===== src/rtl/r_channel_arbiter.sv =====
// r_channel_arbiter: burst-locked round-robin arbiter sharing one AXI R channel
// between NUM_SRC response sources. A winning source keeps the channel until
// its last beat completes, so bursts never interleave.
// Optional feature macro: R_ARB_BURST_CNT_EN adds a 16-bit completed-burst
// counter on output port burst_cnt.
module r_channel_arbiter #(
  parameter int unsigned NUM_SRC    = 4,
  parameter int unsigned ID_WIDTH   = 4,
  parameter int unsigned DATA_WIDTH = 64,
  parameter int unsigned RESP_WIDTH = 2,
  localparam int unsigned PTR_W     = (NUM_SRC > 1) ? $clog2(NUM_SRC) : 1
) (
  input  logic                             clk,
  input  logic                             rst,
  input  logic [NUM_SRC-1:0]               src_valid,
  input  logic [NUM_SRC*ID_WIDTH-1:0]      src_id,
  input  logic [NUM_SRC*DATA_WIDTH-1:0]    src_data,
  input  logic [NUM_SRC*RESP_WIDTH-1:0]    src_resp,
  input  logic [NUM_SRC-1:0]               src_last,
  output logic [NUM_SRC-1:0]               src_ready,
  output logic                             out_valid,
  output logic [ID_WIDTH-1:0]              out_id,
  output logic [DATA_WIDTH-1:0]            out_data,
  output logic [RESP_WIDTH-1:0]            out_resp,
  output logic                             out_last,
  input  logic                             out_ready,
`ifdef R_ARB_BURST_CNT_EN
  output logic [15:0]                      burst_cnt,
`endif
  output logic                             busy,
  output logic [PTR_W-1:0]                 grant_idx
);

  typedef enum logic {
    S_IDLE,
    S_BURST
  } state_t;

  state_t           r_state;
  state_t           w_state_nxt;
  logic [PTR_W-1:0] r_ptr;
  logic [PTR_W-1:0] w_ptr_nxt;
  logic [PTR_W-1:0] r_grant;
  logic [PTR_W-1:0] w_grant_nxt;
  logic [PTR_W-1:0] w_sel;
  logic [PTR_W-1:0] w_cand;
  logic             w_any;
  logic             w_done;

  // Round-robin search: first requesting source at or after r_ptr, with wrap.
  always_comb begin
    w_any  = 1'b0;
    w_sel  = '0;
    w_cand = '0;
    for (int unsigned k = 0; k < NUM_SRC; k++) begin
      w_cand = PTR_W'((32'(r_ptr) + k) % NUM_SRC);
      if (!w_any && src_valid[w_cand]) begin
        w_any = 1'b1;
        w_sel = w_cand;
      end
    end
  end

  // Output mux from the locked source; everything quiet in IDLE or reset.
  always_comb begin
    out_valid = 1'b0;
    out_id    = '0;
    out_data  = '0;
    out_resp  = '0;
    out_last  = 1'b0;
    src_ready = '0;
    if (r_state == S_BURST && !rst) begin
      out_valid          = src_valid[r_grant];
      out_id             = src_id[32'(r_grant)*ID_WIDTH +: ID_WIDTH];
      out_data           = src_data[32'(r_grant)*DATA_WIDTH +: DATA_WIDTH];
      out_resp           = src_resp[32'(r_grant)*RESP_WIDTH +: RESP_WIDTH];
      out_last           = src_last[r_grant];
      src_ready[r_grant] = out_ready;
    end
  end

  assign w_done    = out_valid & out_ready & out_last;
  assign busy      = (r_state == S_BURST);
  assign grant_idx = r_grant;

  // Next-state logic: lock on a winner in IDLE, release on the last handshake.
  always_comb begin
    w_state_nxt = r_state;
    w_ptr_nxt   = r_ptr;
    w_grant_nxt = r_grant;
    unique case (r_state)
      S_IDLE: begin
        if (w_any) begin
          w_grant_nxt = w_sel;
          w_state_nxt = S_BURST;
        end
      end
      S_BURST: begin
        if (w_done) begin
          w_state_nxt = S_IDLE;
          w_ptr_nxt   = (r_grant == PTR_W'(NUM_SRC - 1)) ? '0 : r_grant + PTR_W'(1);
        end
      end
      default: w_state_nxt = S_IDLE;
    endcase
  end

  // State, pointer and grant registers.
  always_ff @(posedge clk) begin
    if (rst) begin
      r_state <= S_IDLE;
      r_ptr   <= '0;
      r_grant <= '0;
    end else begin
      r_state <= w_state_nxt;
      r_ptr   <= w_ptr_nxt;
      r_grant <= w_grant_nxt;
    end
  end

`ifdef R_ARB_BURST_CNT_EN
  logic [15:0] r_burst_cnt;

  // Completed-burst counter, wraps naturally at 16 bits.
  always_ff @(posedge clk) begin
    if (rst) begin
      r_burst_cnt <= '0;
    end else if (w_done) begin
      r_burst_cnt <= r_burst_cnt + 16'd1;
    end
  end

  assign burst_cnt = r_burst_cnt;
`endif

endmodule


===== config.mk =====
export PLATFORM = sky130hd
export DESIGN_NAME = r_channel_arbiter
export DESIGN_NICKNAME = d
export VERILOG_FILES = /design/src/rtl/r_channel_arbiter.sv
export SDC_FILE = /design/constraint.sdc
export NUM_CORES = 1
export LEC_CHECK = 0
export CELL_PAD_IN_SITES_DETAIL_PLACEMENT = 2
export CELL_PAD_IN_SITES_GLOBAL_PLACEMENT = 2
export CORE_AREA = 2 2 211 109
export CTS_CLUSTER_DIAMETER = 200
export DETAILED_ROUTE_END_ITERATION = 10
export DIE_AREA = 0 0 213 111
export HOLD_SLACK_MARGIN = 0.03
export MAX_ROUTING_LAYER = met4
export PLACE_DENSITY_LB_ADDON = 0.1
export SYNTH_ARGS = -nofsm -noshare
export SYNTH_HDL_FRONTEND = slang
export SYNTH_SLANG_ARGS = --single-unit

===== constraint.sdc =====
create_clock -name clk -period 2.6 [get_ports clk]
set_input_delay 0.52 -clock clk [delete_from_list [all_inputs] [get_ports clk]]
set_output_delay 0.52 -clock clk [all_outputs]
set_load 0.02 [all_outputs]

# After elaboration in Yosys (flattened, before gate mapping)
# Index checks and enable logic that the tools add are counted.
dict set report word_totals {
  reg_bits 5
  latchBits 0
  mem_bits_rw 0
  mem_bits_ro 0
  out_inout_bits 79
  memories 0
}
dict set report classes {
  n_mul 0
  n_eq_ne 1
  addsub 4
  n_bitwise 4
  magnitude_cmp 6
  n_shift 3
  reduce_logical 11
  n_div 0
  mux 32
}
# cell n
set op_table {}
lappend op_table {{256-bit by 9-bit indexed part select with 64-bit output} 1}
lappend op_table {{64-bit 2-to-1 mux} 1}
lappend op_table {{16-bit by 5-bit indexed part select with 4-bit output} 1}
lappend op_table {{2-bit by 3-bit < comparator with 1-bit output (second input constant)} 5}
lappend op_table {{1-bit 2-to-1 mux} 15}
lappend op_table {{1-bit binary-select mux with 2-bit select} 6}
lappend op_table {{2-bit 2-to-1 mux} 6}
lappend op_table {{4-bit 2-to-1 mux} 2}
lappend op_table {{8-bit by 4-bit indexed part select with 2-bit output} 1}
lappend op_table {{1-bit logical AND} 5}
lappend op_table {{2-bit by 1-bit adder with 2-bit output (second input constant)} 2}
lappend op_table {{2-bit adder (second input constant)} 2}
lappend op_table {{4-bit bitwise AND} 1}
lappend op_table {{1-bit zero test} 4}
lappend op_table {{2-bit AND reduction} 2}
lappend op_table {{1-bit bitwise AND} 2}
lappend op_table {{1-bit demux with 2-bit select} 1}
lappend op_table {{2-bit equality test (second input constant)} 1}
lappend op_table {{2-bit by 1-bit >= comparator with 1-bit output (second input constant)} 1}
lappend op_table {{1-bit one-hot mux with 2 select lines} 1}
lappend op_table {{1-bit inverter} 1}

# Logic depth before layout (Yosys ltp)
dict set report depth {
  word_depth 14
  ltp_mapped 6
  mapped_depth_nobuf 4
}

# Worst setup path after synthesis
# Ideal clock, no wire load.
dict set report synth_path {
  path_kind {flip-flop to output port}
  startpoint {register r_grant[0] (netlist: grant_idx[0])}
  endpoint {output port out_data[0]}
  path_slack_ns 0.416
  path_buffers 2
  required_time_ns 2.080
  arrival_ns 1.664
  path_stages_with_launch 5
  path_cell_list {dfxtp_1 buf_8 buf_4 mux4_2 and2_1}
}
dict set report synth_via {
  elab_chain_cells 2
}
# item line
set synth_lines {}
lappend synth_lines {{start: declaration} 43} ;# logic [PTR_W-1:0] r_grant;
lappend synth_lines {{start signal: assignment} 117} ;# r_grant <= w_grant_nxt;
lappend synth_lines {{256-bit by 9-bit indexed part select with 64-bit output} 75} ;# out_data = src_data[32'(r_grant)*DATA_WIDTH +: DATA_WIDTH];
lappend synth_lines {{64-bit 2-to-1 mux} 72} ;# if (r_state == S_BURST && !rst) begin
lappend synth_lines {{end: declaration} 23} ;# output logic [DATA_WIDTH-1:0] out_data,
# Every way passes these cells.

# Final worst setup path
dict set report layout_path {
  startpoint {input port rst}
  endpoint {output port src_ready[2]}
}
dict set report layout_via {
  elab_chain_cells 3
}
# item line
set layout_lines {}
lappend layout_lines {{start: declaration} 14} ;# input logic rst,
lappend layout_lines {{1-bit zero test} 72}
lappend layout_lines {{1-bit logical AND} 72}
lappend layout_lines {{4-bit 2-to-1 mux} 72}
lappend layout_lines {{end: declaration} 20} ;# output logic [NUM_SRC-1:0] src_ready,
# Every way passes these cells.

==> results.tsv <==
stage	metric	value	unit
global_route	met1 Track Usage GR	18.6	%
power_and_ir_drop	Max VDD drop	0.150	mV
route	DRT Wirelength	19500	µm
worst_hold_path	Hold Path End	r_ptr[0]	
route	DRC	0	
synth	synth warn	0	
cts	CTS Hold Bufs	0	
finish	NumNets Final	889	
power_and_ir_drop	Logic pwr share	75.4	%
timing	final-report max-slew violation count	0	
timing	Post-Route Skew	0.000359	ns
timing	final setup fails	0	
route	via/cell ratio	3.91	
power_and_ir_drop	Net Switching	0.409	mW
cts	CTS tree	done	
timing	worst relative slew slack	80.1	%
finish	flip-flop and latch area	108	µm²
synth	Yosys reg bits	5	
synth	Syn Nets	508	
setup_path	crit path DAT	2.03	ns
timing	f_max	393	MHz
synth	Mapped Avg Cell Area	12.1	µm²
global_route	initial antenna violation count	4	
placement	IO Port Bufs	369	
power_and_ir_drop	Switching Share	28.9	%
setup_path	Worst R2R Path Depth	6	
placement	Placed Instances	891	
synth	sequential element share of the synthesized area	3.87	%
setup_path	Worst setup EP type	primary output	
cts	Root Buffer	clkbuf_16	
power_and_ir_drop	clock share of power	18.1	%
global_route	largest net degree at the start of global routing	31	
finish	final core occ	31.1	%
placement	pre-CTS setup slack	-0.303	ns
cts	worst skew pair latency	0.23	ns
synth	Post-Synthesis Cells	213	
finish	Final Non-Filler Cells	904	
power_and_ir_drop	Power Density	206	nW/µm²
global_route	first-pass GRT wire length	28000	µm
timing	post-route worst setup slack	0.0540	ns
route	drt wl/cell	21.6	µm
route	post-route ant nets	0	
setup_path	crit path kind	in2out	
die	die area	23600	µm²
cts	CTS max path bufs	2	
route	DR vias	3536	
cts	Reg clk slew, reported paths	0.03	ns
outcome	status	completed	
global_route	global route total overflow	0	
die	FP Rows	39	
route	Pre-antenna DRT Iters	4	
timing	Period Utilization, post-route	97.9	%
synth	cell area after synthesis	2590	µm²
power_and_ir_drop	Pint	1.01	mW
power_and_ir_drop	Seq pwr share	6.5	%
route	number of DRC markers in iteration 0	91	
finish	share of cells above drive strength 1	19.9	%
finish	Layout area overhead	166	%
setup_path	worst-path fanout max	30	
worst_hold_path	Hold Startpoint	r_ptr[0]	
cts	TritonCTS Buffers	3	
synth	post-synth cell types	29	
global_route	met2 Usage GRT	30.4	%
worst_hold_path	Hold Crit Class	reg2reg	
global_route	M3 GR Usage	4.42	%
cts	H-tree Lvls	1	
timing	Final min period	2.55	ns
die	die width	213	µm
finish	fill cell total of the finished layout	2433	
global_route	vias in the first global route	4171	
setup_path	CP startpoint kind	input pin	
worst_hold_path	worst hold stages	2	
global_route	GR peak layer	met2	
power_and_ir_drop	leakage	2.69	nW
job	max-cap viol count	0	
cts	CTS sink cnt	5	
setup_path	WP data required	2.08	ns
die	initial core utilization	11.7	%
placement	placer congestion estimate	0.836	
timing	Worst-Margin Slew	0.297	ns
placement	detailed placement HPWL	17200	µm
die	Placeable Area	22100	µm²
finish	Multi-input gate area	2320	µm²
setup_path	FF-to-FF End	r_ptr[1]	
setup_path	reg2reg start	grant_idx[0]	
timing	final hold viol count	0	
die	IO Pins	370	
die	die height	111	µm
setup_path	R2R Setup Slk	0.82	ns
global_route	GRT Util Overall	16.5	%
-- timing repair --
item,4_1_cts,5_1_grt
setup buffers,0,5
setup endpoints to repair,73,13
resized for setup,81,7
pin swaps,0,0
-- flip-flops by register name (all words and copies together) (netlist names) --
name       flops
r_ptr          2
busy           1
grant_idx      2
-- cells in the final DEF, fill, tap and decap left out --
cell type / instances
clkdlybuf4s50_1: 293
mux4_2: 72
and2_1: 71
dlygate4sd2_1: 64
buf_4: 23
buf_12: 11
inv_1: 6
clkdlybuf4s15_1: 6
and3_1: 5
a21oi_1: 5
diode_2: 4
nand2_1: 4
ha_1: 4
dfxtp_1: 3
clkbuf_16: 3
clkbuf_2: 3
mux2i_1: 2
nor2_1: 2
nand2b_1: 2
dfxtp_4: 2
and2b_4: 1
and2_2: 1
o41ai_1: 1
or4_1: 1
nand3_1: 1
nand4_2: 1
o21ai_0: 1
a21o_1: 1
a221o_1: 1
or3_1: 1
a21oi_2: 1
clkbuf_1: 1
-- per-layer routing --
layer / up-vias / part of all wire [%] / wire length, µm
met4: 0 / 0.29 / 56
met3: 4 / 7.8 / 1520
met2: 122 / 52 / 10200
li1: 1622 / - / -
met1: 1788 / 40 / 7720
met5: - / 0 / 0
-- final cells by class --
type	instances	area share [%]
Inverter	6	0.327
Sequential cell	5	1.56
Multi-Input combinational cell	178	33.7
Tap cell	307	5.58
Clock buffer	4	1.15
Antenna cell	4	0.145
Timing Repair Buffer	400	57.6
-- critical path: stages --
cell and delay (ns):
clkdlybuf4s50_1 0.46, and2b_4 0.34, buf_12 0.18, and3_1 0.18, dlygate4sd2_1 0.34
-- synthesized netlist by cell type --
master / number / area, µm²
and2_1: 71 / 444
mux4_2: 70 / 1580
clkbuf_1: 14 / 52.6
buf_4: 6 / 45.0
inv_1: 6 / 22.5
a21oi_1: 5 / 25.0
and3_1: 5 / 31.3
dfxtp_1: 5 / 100
ha_1: 4 / 50.1
nand2_1: 4 / 15.0
mux2i_1: 2 / 20.0
mux4_1: 2 / 52.6
nand2b_1: 2 / 12.5
nor2_1: 2 / 7.51
a21o_1: 1 / 7.51
a21oi_2: 1 / 8.76
a221o_1: 1 / 10.0
and2_2: 1 / 7.51
and2b_2: 1 / 8.76
buf_2: 1 / 5.00
buf_6: 1 / 11.3
buf_8: 1 / 15.0
clkbuf_8: 1 / 13.8
nand3_1: 1 / 5.00
nand4_2: 1 / 12.5
o21ai_0: 1 / 5.00
o41ai_1: 1 / 8.76
or3_1: 1 / 6.26
or4_1: 1 / 7.51
-- cell families after synthesis --
kind of cell	synth area share [%]
mux	63.7
fa+ha+maj	1.93
simple gates	21.6
compound gates	2.51
buf+inv	6.38
flops	3.87
-- worst max path at each step --
stage                            start            to  depth (start not counted)
after floorplan           grant_idx[0]   out_data[0]                          4
after global routing               rst  src_ready[2]                          5
after global placement             rst  out_data[42]                          5
after detailed placement           rst  out_data[42]                          5
final                              rst  src_ready[2]                          5
after CTS                          rst  out_data[42]                          5
-- stage by stage --
step | hold WS [ns] | cell area (µm²) | power, mW | setup TNS [ns]
floorplan | 0.469 | 2590 | 0.511 | 0
global placement | 0.499 | 6840 | 1.19 | -14.33
detailed placement | 0.516 | 6840 | 1.21 | -16.70
CTS | 0.525 | 6830 | 1.43 | 0
global route | 0.556 | 6880 | 1.51 | -0.000212
finish | 0.529 | 6880 | 1.42 | 0
-- power groups by stage --
stage	sequential (mW)	combinational [mW]	clock [mW]
finish	0.0917	1.07	0.257
global route	0.0935	1.15	0.264
CTS	0.0925	1.08	0.259
detailed placement	0.0928	1.11	0
global placement	0.0922	1.10	0
floorplan	0.0910	0.420	0
No activity file was read; power rests on OpenSTA's default activity.
